**config.mk**
```make
export PLATFORM = sky130hd
export DESIGN_NAME = wb_pipe_reg
export DESIGN_NICKNAME = d
export VERILOG_FILES = /design/src/rtl/wb_pipe_reg.sv
export SDC_FILE = /design/constraint.sdc
export NUM_CORES = 1
export LEC_CHECK = 0
export CAP_MARGIN = 20
export CELL_PAD_IN_SITES_DETAIL_PLACEMENT = 1
export CELL_PAD_IN_SITES_GLOBAL_PLACEMENT = 2
export CORE_ASPECT_RATIO = 0.8
export CORE_MARGIN = 1
export CORE_UTILIZATION = 22
export CTS_CLUSTER_SIZE = 16
export DETAILED_ROUTE_END_ITERATION = 7
export PLACE_DENSITY_LB_ADDON = 0.12
export SYNTH_ARGS = -nofsm -noshare
export SYNTH_HDL_FRONTEND = slang
export SYNTH_SLANG_ARGS = --single-unit
```
**constraint.sdc**
```tcl
create_clock -name clk_in -period 2.55 [get_ports clk_in]
set_input_delay 0.51 -clock clk_in [delete_from_list [all_inputs] [get_ports clk_in]]
set_output_delay 0.51 -clock clk_in [all_outputs]
set_load 0.03 [all_outputs]
```
**src/rtl/wb_pipe_reg.sv**
```systemverilog
// Writeback pipeline register: DEPTH stages with stall/flush, registered occupancy count,
// and a forwarding lookup over all stages compiled in when WB_PIPE_FWD_EN is defined.
module wb_pipe_reg #(
  parameter int                DEPTH    = 1,
  parameter int                ADDR_W   = 5,
  parameter int                DATA_W   = 32,
  parameter int                TYPE_W   = 7,
  parameter logic [TYPE_W-1:0] NOP_TYPE = '0
) (
  input  logic                         clk_in,
  input  logic                         rst_in,
  input  logic                         rdy_in,
  input  logic                         stall,
  input  logic                         flush,
  input  logic                         in_valid,
  input  logic [ADDR_W-1:0]            in_rd_addr,
  input  logic [DATA_W-1:0]            in_rd_val,
  input  logic [TYPE_W-1:0]            in_ins_type,
  output logic                         out_valid,
  output logic [ADDR_W-1:0]            out_rd_addr,
  output logic [DATA_W-1:0]            out_rd_val,
  output logic [TYPE_W-1:0]            out_ins_type,
  output logic                         out_we,
  output logic [$clog2(DEPTH+1)-1:0]   occ,
  input  logic [ADDR_W-1:0]            fwd_addr,
  output logic                         fwd_hit,
  output logic [DATA_W-1:0]            fwd_val
);
  localparam int OCC_W = $clog2(DEPTH+1);

  logic              r_valid [DEPTH];
  logic [ADDR_W-1:0] r_addr  [DEPTH];
  logic [DATA_W-1:0] r_val   [DEPTH];
  logic [TYPE_W-1:0] r_type  [DEPTH];
  logic [OCC_W-1:0]  r_occ;

  logic              w_load    [DEPTH];
  logic              w_valid_d [DEPTH];
  logic [ADDR_W-1:0] w_addr_d  [DEPTH];
  logic [DATA_W-1:0] w_val_d   [DEPTH];
  logic [TYPE_W-1:0] w_type_d  [DEPTH];
  logic              w_valid_next [DEPTH];
  logic [OCC_W-1:0]  w_occ_next;

  // Flush only reaches stage 0 and replaces the incoming record with a bubble.
  assign w_load[0]    = flush | ~stall;
  assign w_valid_d[0] = ~flush & in_valid;
  assign w_addr_d[0]  = w_valid_d[0] ? in_rd_addr  : '0;
  assign w_val_d[0]   = w_valid_d[0] ? in_rd_val   : '0;
  assign w_type_d[0]  = w_valid_d[0] ? in_ins_type : NOP_TYPE;

  genvar gi;
  generate
    for (gi = 1; gi < DEPTH; gi++) begin : g_link
      assign w_load[gi]    = ~stall;
      assign w_valid_d[gi] = r_valid[gi-1];
      assign w_addr_d[gi]  = r_addr[gi-1];
      assign w_val_d[gi]   = r_val[gi-1];
      assign w_type_d[gi]  = r_type[gi-1];
    end
    for (gi = 0; gi < DEPTH; gi++) begin : g_next
      assign w_valid_next[gi] = w_load[gi] ? w_valid_d[gi] : r_valid[gi];
    end
  endgenerate

  always_comb begin
    w_occ_next = '0;
    for (int s = 0; s < DEPTH; s++) begin
      w_occ_next = w_occ_next + OCC_W'(w_valid_next[s]);
    end
  end

  always_ff @(posedge clk_in) begin
    if (rst_in) begin
      for (int s = 0; s < DEPTH; s++) begin
        r_valid[s] <= 1'b0;
        r_addr[s]  <= '0;
        r_val[s]   <= '0;
        r_type[s]  <= NOP_TYPE;
      end
      r_occ <= '0;
    end else if (rdy_in) begin
      for (int s = 0; s < DEPTH; s++) begin
        if (w_load[s]) begin
          r_valid[s] <= w_valid_d[s];
          r_addr[s]  <= w_addr_d[s];
          r_val[s]   <= w_val_d[s];
          r_type[s]  <= w_type_d[s];
        end
      end
      r_occ <= w_occ_next;
    end
  end

  assign out_valid    = r_valid[DEPTH-1];
  assign out_rd_addr  = r_addr[DEPTH-1];
  assign out_rd_val   = r_val[DEPTH-1];
  assign out_ins_type = r_type[DEPTH-1];
  assign out_we       = r_valid[DEPTH-1] && (r_addr[DEPTH-1] != '0);
  assign occ          = r_occ;

`ifdef WB_PIPE_FWD_EN
  // Scan oldest to youngest so the lowest-index match wins.
  always_comb begin
    fwd_hit = 1'b0;
    fwd_val = '0;
    if (fwd_addr != '0) begin
      for (int s = DEPTH - 1; s >= 0; s--) begin
        if (r_valid[s] && (r_addr[s] == fwd_addr)) begin
          fwd_hit = 1'b1;
          fwd_val = r_val[s];
        end
      end
    end
  end
`else
  logic w_unused_fwd;
  assign w_unused_fwd = ^fwd_addr;
  assign fwd_hit      = 1'b0;
  assign fwd_val      = '0;
`endif

endmodule

```
# Word level (Yosys, flattened, before mapping)

Memories as Yosys holds them, arrays and structs flattened.
Index checks and enable logic that the tools add are counted.

Bits in registers: 1
RAM bits: 45
Bits of input ports: 55
Output and inout port bits: 80
Logic and storage cells: 33
Memories kept: 4

Multiplexer cells: 18
Bitwise operators: 4
Reduce and logical (&&, ||, !) cells: 6

Memory list:

| memory  | depth | width | read ports | clocked after Yosys merged registers in | wr ports | RTL line | RTL |
|---|---|---|---|---|---|---|---|
| r_val   | 1     | 32    | 1          | 0                                       | 1        | 33       | `logic [DATA_W-1:0] r_val [DEPTH];` |
| r_type  | 1     | 7     | 1          | 0                                       | 1        | 34       | `logic [TYPE_W-1:0] r_type [DEPTH];` |
| r_addr  | 1     | 5     | 1          | 0                                       | 1        | 32       | `logic [ADDR_W-1:0] r_addr [DEPTH];` |
| r_valid | 1     | 1     | 1          | 0                                       | 1        | 31       | `logic r_valid [DEPTH];` |

Operators by type and width:

| kind                | count |
|---|---|
| two-way mux 32 bit  | 2 |
| OR reduction 32 bit | 1 |
| two-way mux 7 bit   | 2 |
| two-way mux 1 bit   | 12 |
| two-way mux 5 bit   | 2 |
| OR reduction 7 bit  | 1 |
| nonzero test 5 bit  | 1 |
| OR reduction 5 bit  | 1 |
| inverter 1 bit      | 2 |
| bitwise AND 1 bit   | 1 |
| logical AND 1 bit   | 1 |
| OR 1 bit            | 1 |
| OR reduction 1 bit  | 1 |

# Longest topological paths before layout

Depth in word-level cells: 8
Depth in mapped cells: 4
Mapped depth without buffers: 2

# Worst setup path before layout

OpenSTA, ideal clock, no wires.

Path kind: input to register
Start point: input flush
End point: memory r_addr[0][0] (enable)
Arrival time: 1.568 ns
Path slack: 0.581 ns
Stages on the path: 2
Cell sequence: nand2b_1 a21o_1

Cells in the longest elaborated chain, start to end: 7

RTL lines:

| what                                      | RTL line | RTL |
|---|---|---|
| from (decl)                               | 14       | `input logic flush,` |
| OR 1 bit *                                | 46       | `assign w_load[0] = flush \| ~stall;` |
| two-way mux 1 bit *                       | 84       | `if (w_load[s]) begin` |
| two-way mux 1 bit *                       | 82       | `end else if (rdy_in) begin` |
| two-way mux 1 bit *                       | 74       | `if (rst_in) begin` |
| two-way mux 1 bit (implied by the code) * | 86       | `r_addr[s] <= w_addr_d[s];` |
| OR reduction 5 bit (no line)              | --       |  |
| two-way mux 1 bit (no line) *             | --       |  |
| to (decl)                                 | 32       |  |

Mark *: on every way between the ends. The rest lies on a longest branch, timed or not.

# Worst setup path in the final report

Start point: memory r_addr[0][0]
End point: output out_we

Cells in the longest elaborated chain, start to end: 3

RTL lines:

| what                    | RTL line | RTL |
|---|---|---|
| memory read (1 x 5 bit) | --       |  |
| nonzero test 5 bit      | 99       | `assign out_we = r_valid[DEPTH-1] && (r_addr[DEPTH-1] != '0);` |
| logical AND 1 bit       | 99       |  |
| to (decl)               | 23       | `output logic out_we,` |

Every way passes these cells.

==> results.md <==
- The run finished with clean final reports.
- The startpoint identified for the worst register-to-register timing path is occ.
- After layout, the worst path uses 83.7% of the clock period.
- The areal power density over the cells is 567 mW/mm2.
- The adder and majority gate portion of the synthesized area is 0%.
- No sink is reached through more buffers than the 2 on the longest clock path.
- Of the cells placed in the final design, the portion with a size suffix greater than 1 is 19.6%.
- The highest signal layer in the routed design is met4.
- The source of the worst hold timing path is occ.
- Global routing used 9.56% of the available tracks.
- The hold violation total from the final report is 0.
- The first detailed-routing pass ran for 2 iterations.
- The most common cell after layout, fill and taps aside is clkdlybuf4s50_1.
- The register-to-register path setup slack is 1.62 ns.
- TritonCTS built the clock tree.
- The global-route wire length before repair is 8200 um.
- The number of rows in the core area is 33.
- The total clock buffers created by CTS is 5.
- Counting instances, the worst hold path has a depth of 2.
- The number of antenna violations at the first check in global routing is 0.
- After detailed routing, the average wire length per cell comes to 12.3 um.
- The peak supply drop is 242 uV.
- The maximum number of pins on one net before global-route repair is 37.
- Wire segments on met2 add up to 2440 um in the final route.
- Between clock sinks in the finished design, the worst skew comes to 0.00152 ns.
- The residual DRC count is 0.
- STA classifies the critical path startpoint as a flop.
- Setup repair after global routing left no endpoint under its margin.
- The final global-route overflow total is 0.
- The synthesized netlist devotes 1.01% of its cell area to compound gates.
- The number of H-tree branching levels is 2.
- After synthesis, the largest family of logic cells by area is buffers and inverters.
- The number of buffer cells added on primary ports is 96.
- The floorplan step set the die width to 117 um.
- After routing, the total negative slack on setup checks comes to 0 ns.
- The via count of the first global-routing pass is 1,596.
- The destination of the worst hold path is occ.
- The area share of and/or/nand/nor cells after synthesis is 19.3%.
- The met1 routed wirelength after detailed routing is 2350 um.
- The routed design uses 433 um of met3 wire.
- The final-report max-slew violation count is 0.
- The final route contains 1,567 vias.
- The utilization after layout is 34.0%.
- The floorplan step set the die height to 94.4 um.
- Of the synthesized area, sequential elements account for 58.4%.
- The type of the worst min-delay path is reg -> reg.
- For this configuration, the core starts out at a cell density of 22.7%.
- The data arrival time of the critical path is 1.62 ns.
- The synthesized design contains 46 register bits.
- Clock latency on the worst-skew pair, taken at its later pin, is 0.28 ns.
- The worst setup path is captured at an output port.
- The wire-length estimate of the detail-placed layout is 3640 um.
- The number of setup violations in the final report is 0.
- In this run the clock root is driven by a clkbuf_16.
- The area added between synthesis and finish is 49.7%.
- The required time at the endpoint of the critical path is 2.04 ns.
- The worst path in the final design needs a cycle of 2.13 ns, including I/O delays and setup.
- The number of synthesis warnings is 0.
- The total area inside the core boundary comes to 0.0103 mm2.
- The number of cells on the worst reg-to-reg path is 2.
- Fill cells in the final layout number 1,156.
- The die area is 0.0111 mm2.
- The timing-limited maximum frequency is 469 MHz.
- After Yosys synthesis, XOR and XNOR cells account for 0% of the synthesized area.
- Pin placement for this block handled 135 I/O pins.
- On the final layout, the worst hold slack is 0.588 ns.
- The repair_antennas step left the layout with diodes totalling 0.
- Yosys mapped the design onto 19 distinct sky130hd cell types.
- The top cell types in the final layout, fill and taps aside, are clkdlybuf4s50_1 (95), edfxtp_1 (45), inv_1 (44).
- Once placement completed, the tool counted placed cells totaling 418.
- The critical path is of the reg -> out type.
- The number of max-cap violations is 0.
- In this run the worst path has a maximum fanout of 2.
- The total number of clock tree sinks is 46.
- The hold-fix buffer count after cts is 0.
- Synthesis handed over a netlist of 187 instances.
- The clock transition at the registers of the reported paths is 0.06 ns.
- The final net count is 340.
- The multiplexer share of the synthesized area is 0.426%.
- The detail route stage leaves a number of antenna-violating nets equal to 0.
- Dividing the detail-routed via count by the number of cells gives 3.68.
- Routability-driven placement finished with a final weighted congestion of 0.667.
- The mapped netlist covers 0.00235 mm2.
- After synthesis, the mean cell area works out to 12.6 um2.
- The DRC violation total after the first TritonRoute iteration is 73.
- The total detailed-routing wirelength is 5240 um.
- The finished layout holds 426 standard cells, fillers aside.
- In this run the static leakage power is 1.43 nW.
- The capture instance of the worst register-to-register path is occ.
## report_power, final
group | total (mW) | internal, mW | switching, mW
Combinational | 0.449 | 0.175 | 0.273
Clock | 0.645 | 0.364 | 0.281
Sequential | 0.898 | 0.883 | 0.0156
Total | 1.99 | 1.42 | 0.570
## cell families (layout without fill, tap and decap cells)
kind of cell	after synthesis	count (layout)
compound gates	3	3
buf+inv	87	154
flops	46	46
mux	1	1
other cells	1	33
simple gates	49	49
## worst max-delay path by stage
stage | start | to | slack (ns) | cells past startpoint
6_report | r_addr[0][0] | out_we | 0.42 | 3
5_1_grt | r_addr[0][0] | out_we | 0.31 | 3
4_1_cts | r_addr[0][0] | out_we | 0.04 | 3
3_5_place_dp | rst_in | r_type[0][6] | 0.34 | 4
3_3_place_gp | flush | r_type[0][6] | 0.36 | 4
2_1_floorplan | flush | r_addr[0][0] | 0.58 | 2
## Yosys cell counts
library cell | n | share of area, %
edfxtp_1 | 45 | 58
inv_1 | 44 | 7.0
nor3_2 | 39 | 17
buf_4 | 34 | 11
nor3_1 | 5 | 1.1
buf_1 | 4 | 0.64
buf_6 | 4 | 1.9
a21o_1 | 1 | 0.32
conb_1 | 1 | 0.16
dfxtp_1 | 1 | 0.85
inv_2 | 1 | 0.16
mux2i_1 | 1 | 0.43
nand2b_1 | 1 | 0.27
nor2_2 | 1 | 0.27
o21a_1 | 1 | 0.32
o41ai_1 | 1 | 0.37
or3b_2 | 1 | 0.37
or4_1 | 1 | 0.32
or4b_1 | 1 | 0.43
## timing repair
action,4_1_cts,5_1_grt
endpoints found under the setup margin,0,1
gates resized for setup,0,1
buffers inserted,0,0
endpoints found under the hold margin,0,0
## area by class of cell
| type | count | area, um2 | share of cell area (%) |
|---|---|---|---|
| inverter | 45 | 169 | 4.81 |
| timing repair buffer | 101 | 1040 | 29.6 |
| tap | 140 | 175 | 4.99 |
| multi-input combinational | 86 | 617 | 17.6 |
| sequential | 46 | 1370 | 39.0 |
| clock inverter | 2 | 13.8 | 0.392 |
| clock buffer | 6 | 129 | 3.67 |
## critical path: stages, from the launching register on
cell,delay (ns)
edfxtp_1,0.38
or4_1,0.54
o21a_1,0.18
dlymetal6s2s_1,0.24
## flip-flops by register name (all words and copies together) (netlist names)
name	flops
r_val	32
r_type	7
r_addr	5
occ	1
r_valid	1
## metrics by stage
step | cell area [um2] | power [mW] | worst slack, ns
after CTS | 3510 | 2.02 | 0.0449
final | 3510 | 1.99 | 0.416
after global placement | 3370 | 1.37 | 0.360
after floorplan | 2470 | 1.20 | 0.581
after detailed placement | 3370 | 1.37 | 0.336
after global routing | 3510 | 2.07 | 0.308
## layer usage
layer | vias to the layer above | track usage (%)
li1 | 742 | -
met3 | 2 | 3.62
met4 | 0 | 2.24
met1 | 749 | 12.1
met2 | 74 | 15.5
met5 | - | 0
No activity file was read; power rests on OpenSTA's default activity.
